File: config.mk
export PLATFORM = sky130hd
export DESIGN_NAME = mem_read_arbiter_flat
export DESIGN_NICKNAME = d
export VERILOG_FILES = /design/src/rtl/mem_read_arbiter_if.sv /design/src/rtl/mem_read_arbiter.sv /design/src/flat_wrapper.sv
export SDC_FILE = /design/constraint.sdc
export NUM_CORES = 1
export LEC_CHECK = 0
export CAP_MARGIN = 20
export CORE_MARGIN = 2
export CORE_UTILIZATION = 31
export CTS_CLUSTER_SIZE = 16
export DETAILED_ROUTE_END_ITERATION = 6
export PLACE_DENSITY = 0.81
export SLEW_MARGIN = 20
export SYNTH_ARGS = -nofsm -noshare
export SYNTH_HDL_FRONTEND = slang
export SYNTH_SLANG_ARGS = --single-unit
File: constraint.sdc
create_clock -name clk -period 2.2 [get_ports clk]
set_input_delay 0.55 -clock clk [delete_from_list [all_inputs] [get_ports clk]]
set_output_delay 0.55 -clock clk [all_outputs]
set_load 0.01 [all_outputs]
File: src/rtl/mem_read_arbiter_if.sv
// Bundle of the requester, memory read port and status signals of mem_read_arbiter.
// slave = arbiter side; master = core requesters plus memory model side.
interface mem_read_arbiter_if #(
   parameter int AW = 32,
   parameter int DW = 32
);
   logic          arb_en;
   logic          req0;
   logic [AW-1:0] addr0;
   logic          ack0;
   logic [DW-1:0] rdata0;
   logic          req1;
   logic [AW-1:0] addr1;
   logic          ack1;
   logic [DW-1:0] rdata1;
   logic          m_rrdy;
   logic [AW-1:0] m_raddr;
   logic          m_rvld;
   logic [DW-1:0] m_rdata;
   logic          busy;

   modport slave (
      input  arb_en, req0, addr0, req1, addr1, m_rvld, m_rdata,
      output ack0, rdata0, ack1, rdata1, m_rrdy, m_raddr, busy
   );

   modport master (
      output arb_en, req0, addr0, req1, addr1, m_rvld, m_rdata,
      input  ack0, rdata0, ack1, rdata1, m_rrdy, m_raddr, busy
   );
endinterface

File: src/rtl/mem_read_arbiter.sv
// Shares one memory read port between instruction fetch (port 0) and loads (port 1).
// Define MEM_ARB_RR_EN for round-robin tie-breaking; default build is fixed priority, port 1 wins.
//
// state | meaning
// IDLE  | no read outstanding; a new grant may be issued when arb_en
// BUSY  | m_rrdy held with the winner's address, waiting for m_rvld
module mem_read_arbiter #(
   parameter int AW = 32,
   parameter int DW = 32
) (
   input  logic              clk,
   input  logic              rstn,
   mem_read_arbiter_if.slave bus
);
   typedef enum logic {IDLE = 1'b0, BUSY = 1'b1} state_t;

   state_t        state;
   state_t        state_d;
   logic          grant;
   logic          grant_d;
   logic          last_grant;
   logic          last_grant_d;
   logic          rrdy;
   logic          rrdy_d;
   logic          pick;
   logic [AW-1:0] raddr;
   logic [AW-1:0] raddr_d;
   logic [DW-1:0] rdata;

`ifdef MEM_ARB_RR_EN
   always_comb begin
      pick = bus.req1;
      if (bus.req0 && bus.req1)
         pick = ~last_grant;
   end
`else
   // last_grant is still tracked so both builds share one state register set
   logic unused_last_grant;
   assign unused_last_grant = last_grant;

   always_comb begin
      pick = bus.req1;
   end
`endif

   always_ff @(posedge clk) begin
      if (!rstn) begin
         state      <= IDLE;
         grant      <= 1'b0;
         last_grant <= 1'b1;
         rrdy       <= 1'b0;
         raddr      <= '0;
      end else begin
         state      <= state_d;
         grant      <= grant_d;
         last_grant <= last_grant_d;
         rrdy       <= rrdy_d;
         raddr      <= raddr_d;
      end
   end

   always_comb begin
      state_d      = state;
      grant_d      = grant;
      last_grant_d = last_grant;
      rrdy_d       = rrdy;
      raddr_d      = raddr;
      case (state)
         IDLE: begin
            if (bus.arb_en && (bus.req0 || bus.req1)) begin
               state_d      = BUSY;
               grant_d      = pick;
               last_grant_d = pick;
               rrdy_d       = 1'b1;
               raddr_d      = pick ? bus.addr1 : bus.addr0;
            end
         end
         BUSY: begin
            if (bus.m_rvld) begin
               state_d = IDLE;
               rrdy_d  = 1'b0;
            end
         end
         default: state_d = IDLE;
      endcase
   end

   // acks are gated by BUSY so a stray m_rvld while idle is never forwarded
   assign bus.busy    = (state == BUSY);
   assign bus.ack0    = (state == BUSY) & bus.m_rvld & ~grant;
   assign bus.ack1    = (state == BUSY) & bus.m_rvld & grant;
   assign rdata       = bus.m_rdata;
   assign bus.rdata0  = rdata;
   assign bus.rdata1  = rdata;
   assign bus.m_rrdy  = rrdy;
   assign bus.m_raddr = raddr;
endmodule
File: src/flat_wrapper.sv
// flat-port wrapper written by rule: the top's interface ports become plain ports
module mem_read_arbiter_flat 
#(
   parameter int AW = 32,
   parameter int DW = 32
)
  (clk, rstn, bus_arb_en, bus_req0, bus_addr0, bus_req1, bus_addr1, bus_m_rvld, bus_m_rdata, bus_ack0, bus_rdata0, bus_ack1, bus_rdata1, bus_m_rrdy, bus_m_raddr, bus_busy);
  mem_read_arbiter_if #(.AW(AW), .DW(DW)) bus_i ();
  input  logic clk;
  input  logic rstn;
  input wire logic [$bits(bus_i.arb_en)-1:0] bus_arb_en;
  input wire logic [$bits(bus_i.req0)-1:0] bus_req0;
  input wire logic [$bits(bus_i.addr0)-1:0] bus_addr0;
  input wire logic [$bits(bus_i.req1)-1:0] bus_req1;
  input wire logic [$bits(bus_i.addr1)-1:0] bus_addr1;
  input wire logic [$bits(bus_i.m_rvld)-1:0] bus_m_rvld;
  input wire logic [$bits(bus_i.m_rdata)-1:0] bus_m_rdata;
  output wire logic [$bits(bus_i.ack0)-1:0] bus_ack0;
  output wire logic [$bits(bus_i.rdata0)-1:0] bus_rdata0;
  output wire logic [$bits(bus_i.ack1)-1:0] bus_ack1;
  output wire logic [$bits(bus_i.rdata1)-1:0] bus_rdata1;
  output wire logic [$bits(bus_i.m_rrdy)-1:0] bus_m_rrdy;
  output wire logic [$bits(bus_i.m_raddr)-1:0] bus_m_raddr;
  output wire logic [$bits(bus_i.busy)-1:0] bus_busy;
  assign bus_i.arb_en = bus_arb_en;
  assign bus_i.req0 = bus_req0;
  assign bus_i.addr0 = bus_addr0;
  assign bus_i.req1 = bus_req1;
  assign bus_i.addr1 = bus_addr1;
  assign bus_i.m_rvld = bus_m_rvld;
  assign bus_i.m_rdata = bus_m_rdata;
  assign bus_ack0 = bus_i.ack0;
  assign bus_rdata0 = bus_i.rdata0;
  assign bus_ack1 = bus_i.ack1;
  assign bus_rdata1 = bus_i.rdata1;
  assign bus_m_rrdy = bus_i.m_rrdy;
  assign bus_m_raddr = bus_i.m_raddr;
  assign bus_busy = bus_i.busy;
  mem_read_arbiter #(.AW(AW), .DW(DW)) u_core (.clk(clk), .rstn(rstn), .bus(bus_i));
endmodule
# Word-level counts from Yosys, hierarchy flattened
# Cells that the tools add are included.
# W data, S select, Z words.
# word_totals
regBits	35
latch_bits	0
mem_count	0
input_bits	102
ram_bits	0
elab_cells	22
rom_bits	0
out_inout_bits	100
# op_classes
n_div	0
n_mul	0
n_reduce_logical	4
order_cmp	0
n_mux	7
n_addsub	0
n_eq_ne	2
shifts	0
n_bitwise	5
# op_table
op	count
$mux W32	1
$mux W1	4
$pmux W1 S2	2
$reduce_and A2 Y1	2
$and A1 B1 Y1	3
$ne A2 B1 Y1 const B	1
$ne A2 B2 Y1 const B	1
$not A1 Y1	2
$logic_and A1 B1 Y1	1
$logic_or A1 B1 Y1	1

# Depth between registers and ports, before layout
# logic_depth
depth_word	4
mapped_depth	7
mapped_depth_nobuf	3

# Worst setup path before layout
# OpenSTA, ideal clock, no wires.
# synth_path
path_kind	input -> register
startpoint	input bus_req1
endpoint	register u_core.raddr[10], in the netlist u_core.bus.m_raddr[10]
setup_ns	0.116
t_required_ns	2.084
t_arrival_ns	1.588
slack_ns	0.496
path_stages	7
path_buffers	4
cell_sequence	buf_6 -> or2_1 -> buf_2 -> and2_4 -> buf_6 -> buf_6 -> o211a_1
# synth_between
elab_chain_cells	3
word_cells_on_any_way	4
classes_between	mux: 1; reduce/logical: 3
# synth_lines
element	line	rtl
from (decl)	flat_wrapper.sv:14	input wire logic [$bits(bus_i.req1)-1:0] bus_req1;
$logic_or A1 B1 Y1	mem_read_arbiter.sv:70	if (bus.arb_en && (bus.req0 || bus.req1)) begin
$logic_and A1 B1 Y1	mem_read_arbiter.sv:70	
$reduce_and A2 Y1 (no source line)	--	
to (signal assigned)	mem_read_arbiter.sv:58	raddr <= raddr_d;
to (decl)	mem_read_arbiter.sv:26	logic [AW-1:0] raddr;
# Several ways; a longest one is shown, not always the timed one.
# A chain may end at the register's enable or synchronous reset.

# Worst setup path after layout
# layout_path
startpoint	input bus_m_rvld
endpoint	output bus_ack0
# layout_between
elab_chain_cells	2
# layout_lines
element	line	rtl
from (decl)	flat_wrapper.sv:16	input wire logic [$bits(bus_i.m_rvld)-1:0] bus_m_rvld;
$and A1 B1 Y1 (2 in series)	mem_read_arbiter.sv:90	assign bus.ack0 = (state == BUSY) & bus.m_rvld & ~grant;
to (decl)	flat_wrapper.sv:18	output wire logic [$bits(bus_i.ack0)-1:0] bus_ack0;
# Every way passes these cells.

==> impl_metrics.yaml <==
power:
  powerDensity_nw_per_um2: 574
  power_switching_mw: 0.439
  leakage_nw: 1.44
  internal_power_mw: 1.23
  sw_frac_of_total_pct: 26.4
  combPwrFrac_pct: 26.9
  clkPwrFrac_pct: 29.9
  ir_drop_mv: 0.256
  seq_power_share_pct: 43.1
critical_path:
  crit_arrival_ps: 1500
  cpPeakStageDelay_ps: 490
  endpoint_kind: "primary output"
  cp_slowest_cell: "clkdlybuf4s50_1"
  crit_type: "in -> out"
  path_cells: "clkdlybuf4s50_1, nand2_1, nor2_1, dlygate4sd2_1"
  required_ps: 1650
  worst_setup_path_start_kind: "input pin"
  path_delay_family: "buffers and inverters"
  crit_fanout: 3
  cp_num_buf_inv: 2
  critical_path_depth: 4
  r2r_cells: 3
layout:
  n_antenna_cell: 0
  fin_nets: 365
  syn_to_final_growth_pct: 33.0
  layout-drive-gt1-share_pct: 6.82
routing:
  finalWirelength_mm: 5.94
  antenna_left: 0
  drt-initial-drc-count: 40
  vias: 1719
  wire_per_inst_um: 16.5
  via_per_inst: 4.78
  firstDrtPassIters: 4
  drc_errors: 0
cts:
  cts_buffer_depth: 2
  cts.sinks: 35
  cts_tree: "yes"
  hold_buffers: 0
  insertion_delay_ps: 280
  path_clk_slew_ps: 70
  cts-root-buf: "clkbuf_8"
  htreeDepth: 2
  cts_setup_buffers: 0
  numCtsBuffers: 5
sta:
  skew_ps: 8.45
  setup_viol: 0
  rsz0062_at_grt: "false"
  tightest_slew_ps: 395
  relSlewSlack_pct: 73.7
  max_freq_mhz: 489
  setup_tns_ps: 0
  post-route-period-util_pct: 93.0
  post-route-worst-setup-slack_ps: 155
  hold_viol: 0
  fin_crit_ps: 2050
  slew_viol_final: 0
die:
  core_um2: 6790
  die_area_um2: 7730
  rows: 30
  die-height_um: 87.9
  initial_core_util_pct: 32.1
  io_pins: 202
  die_width_um: 87.9
grt:
  groute.usage.overall_pct: 14.3
  antenna_found_initial: 0
  grt_overflow_total: 0
  grt_max_degree: 36
  grt_pass1_vias: 1673
  grt_pass1_wl_mm: 8.35
yosys:
  synth_largest_area_cell: "dfxtp_1"
  synth_nets: 330
  yosys.cell_types.count: 19
  yosysTopAreaCellShare_pct: 32.1
  syn-cell-area_um2: 2180
  syn_avg_cell_area_um2: 9.58
  ys_seq_area_share_pct: 32.1
  ys_warn_count: 0
  synth.top_cells.by_area: "dfxtp_1, buf_4, mux2i_1"
  ys_seq_elements: 35
  syn_inst: 228
place:
  pre_cts_slack_ps: -115
  dp_hpwl_mm: 4.48
  place_congestion: 0.700
  portBuffers: 105
job:
  max_cap_viol_count: 0
worst_hold_path:
  whs_path_depth: 1
  hold_path_class: "reg -> reg"
status:
  status: "finished clean"
registers in the layout, indices dropped and copies added, names as in the netlist:
register	count
u_core.bus.m_raddr	32
u_core.grant	1
u_core.bus.busy	1
u_core.bus.m_rrdy	1
cells by family after synthesis:
group                  Yosys count  share of synthesized area (%)
AND/OR/NAND/NOR                 41                           9.69
multiplexers                    32                           14.7
buffers and inverters           84                           27.4
flip-flops                      35                           32.1
AO/OA/AOI/OAI                   36                           16.2
area by class of cell:
class / count / area (µm²)
clock buffer: 6 / 82.6
clock inverter: 2 / 16.3
fill: 666 / 3890
multi-input combinational: 109 / 887
sequential: 35 / 701
tap: 96 / 120
timing repair buffer: 112 / 1100
stage by stage:
| step | cell area, µm² | total power, mW | instances | hold WS [ps] | util [%] |
|---|---|---|---|---|---|
| after detailed placement | 2810 | 1.19 | 352 | 486 | 41.3 |
| after floorplan | 2180 | 1.05 | 228 | 538 | - |
| after global placement | 2810 | 1.18 | 352 | 477 | 41.3 |
| after CTS | 2900 | 1.70 | 360 | 503 | 42.7 |
| final | 2900 | 1.66 | 360 | 499 | 42.7 |
| after global routing | 2900 | 1.75 | 360 | 519 | 42.7 |
worst paths after layout:
check	start	slack (ps)	endpoint
setup / recovery	bus_m_rvld	150	bus_ack0
hold / removal	u_core.bus.m_raddr[19]	500	u_core.bus.m_raddr[19]
setup reg to reg	u_core.bus.busy	1020	u_core.bus.m_raddr[23]
hold reg to reg	u_core.bus.m_raddr[19]	500	u_core.bus.m_raddr[19]
layer usage:
metal  GRT usage (%)  share of wire, %  vias up
met1            12.8                32      779
li1                -                 -      805
met3            7.92                15        6
met2            27.1                53      129
met4            4.20              0.64        0
met5               0                 0        -
cell usage in the layout, fill, tap and decap left out:
cell and count:
buf_2 1, nor2b_2 1, clkbuf_8 6, clkinv_4 1, and3_1 1, nand2_1 2, buf_4 7, clkinvlp_4 1
nor2_1 1, clkdlybuf4s50_1 102, o211a_1 32, dlygate4sd2_1 2, and2_4 1, a21boi_1 1, o21a_1 2, and2_1 1
dfxtp_1 35, nand3_1 32, or2_1 1, nor2b_1 1, mux2i_1 32, a21bo_1 1
synthesized netlist by cell type, drive strengths merged:
cell,n
a21bo,1
a21boi,1
and2,2
and3,1
buf,78
clkbuf,6
dfxtp,35
mux2i,32
nand2,2
nand3,32
nor2,1
nor2b,2
o211a,32
o21a,2
or2,1
power by group through the flow:
stage | sequential [mW] | clock, mW | combinational (mW)
floorplan | 0.756 | 0 | 0.292
global placement | 0.730 | 0 | 0.447
detailed placement | 0.732 | 0 | 0.454
CTS | 0.718 | 0.526 | 0.455
global route | 0.724 | 0.547 | 0.483
finish | 0.718 | 0.498 | 0.448
worst register-to-register path, cell delays in order (launching register included):
cell and delay [ps]:
dfxtp_1 350, nor2b_2 160, and2_4 410, o211a_1 200
what timing repair did:
| item | CTS | global route |
|---|---|---|
| setup endpoints to repair | 2 | 0 |
| endpoints found under the hold margin | 0 | 0 |
| resized for setup | 2 | 0 |
Power figures use the tool's default switching activity.
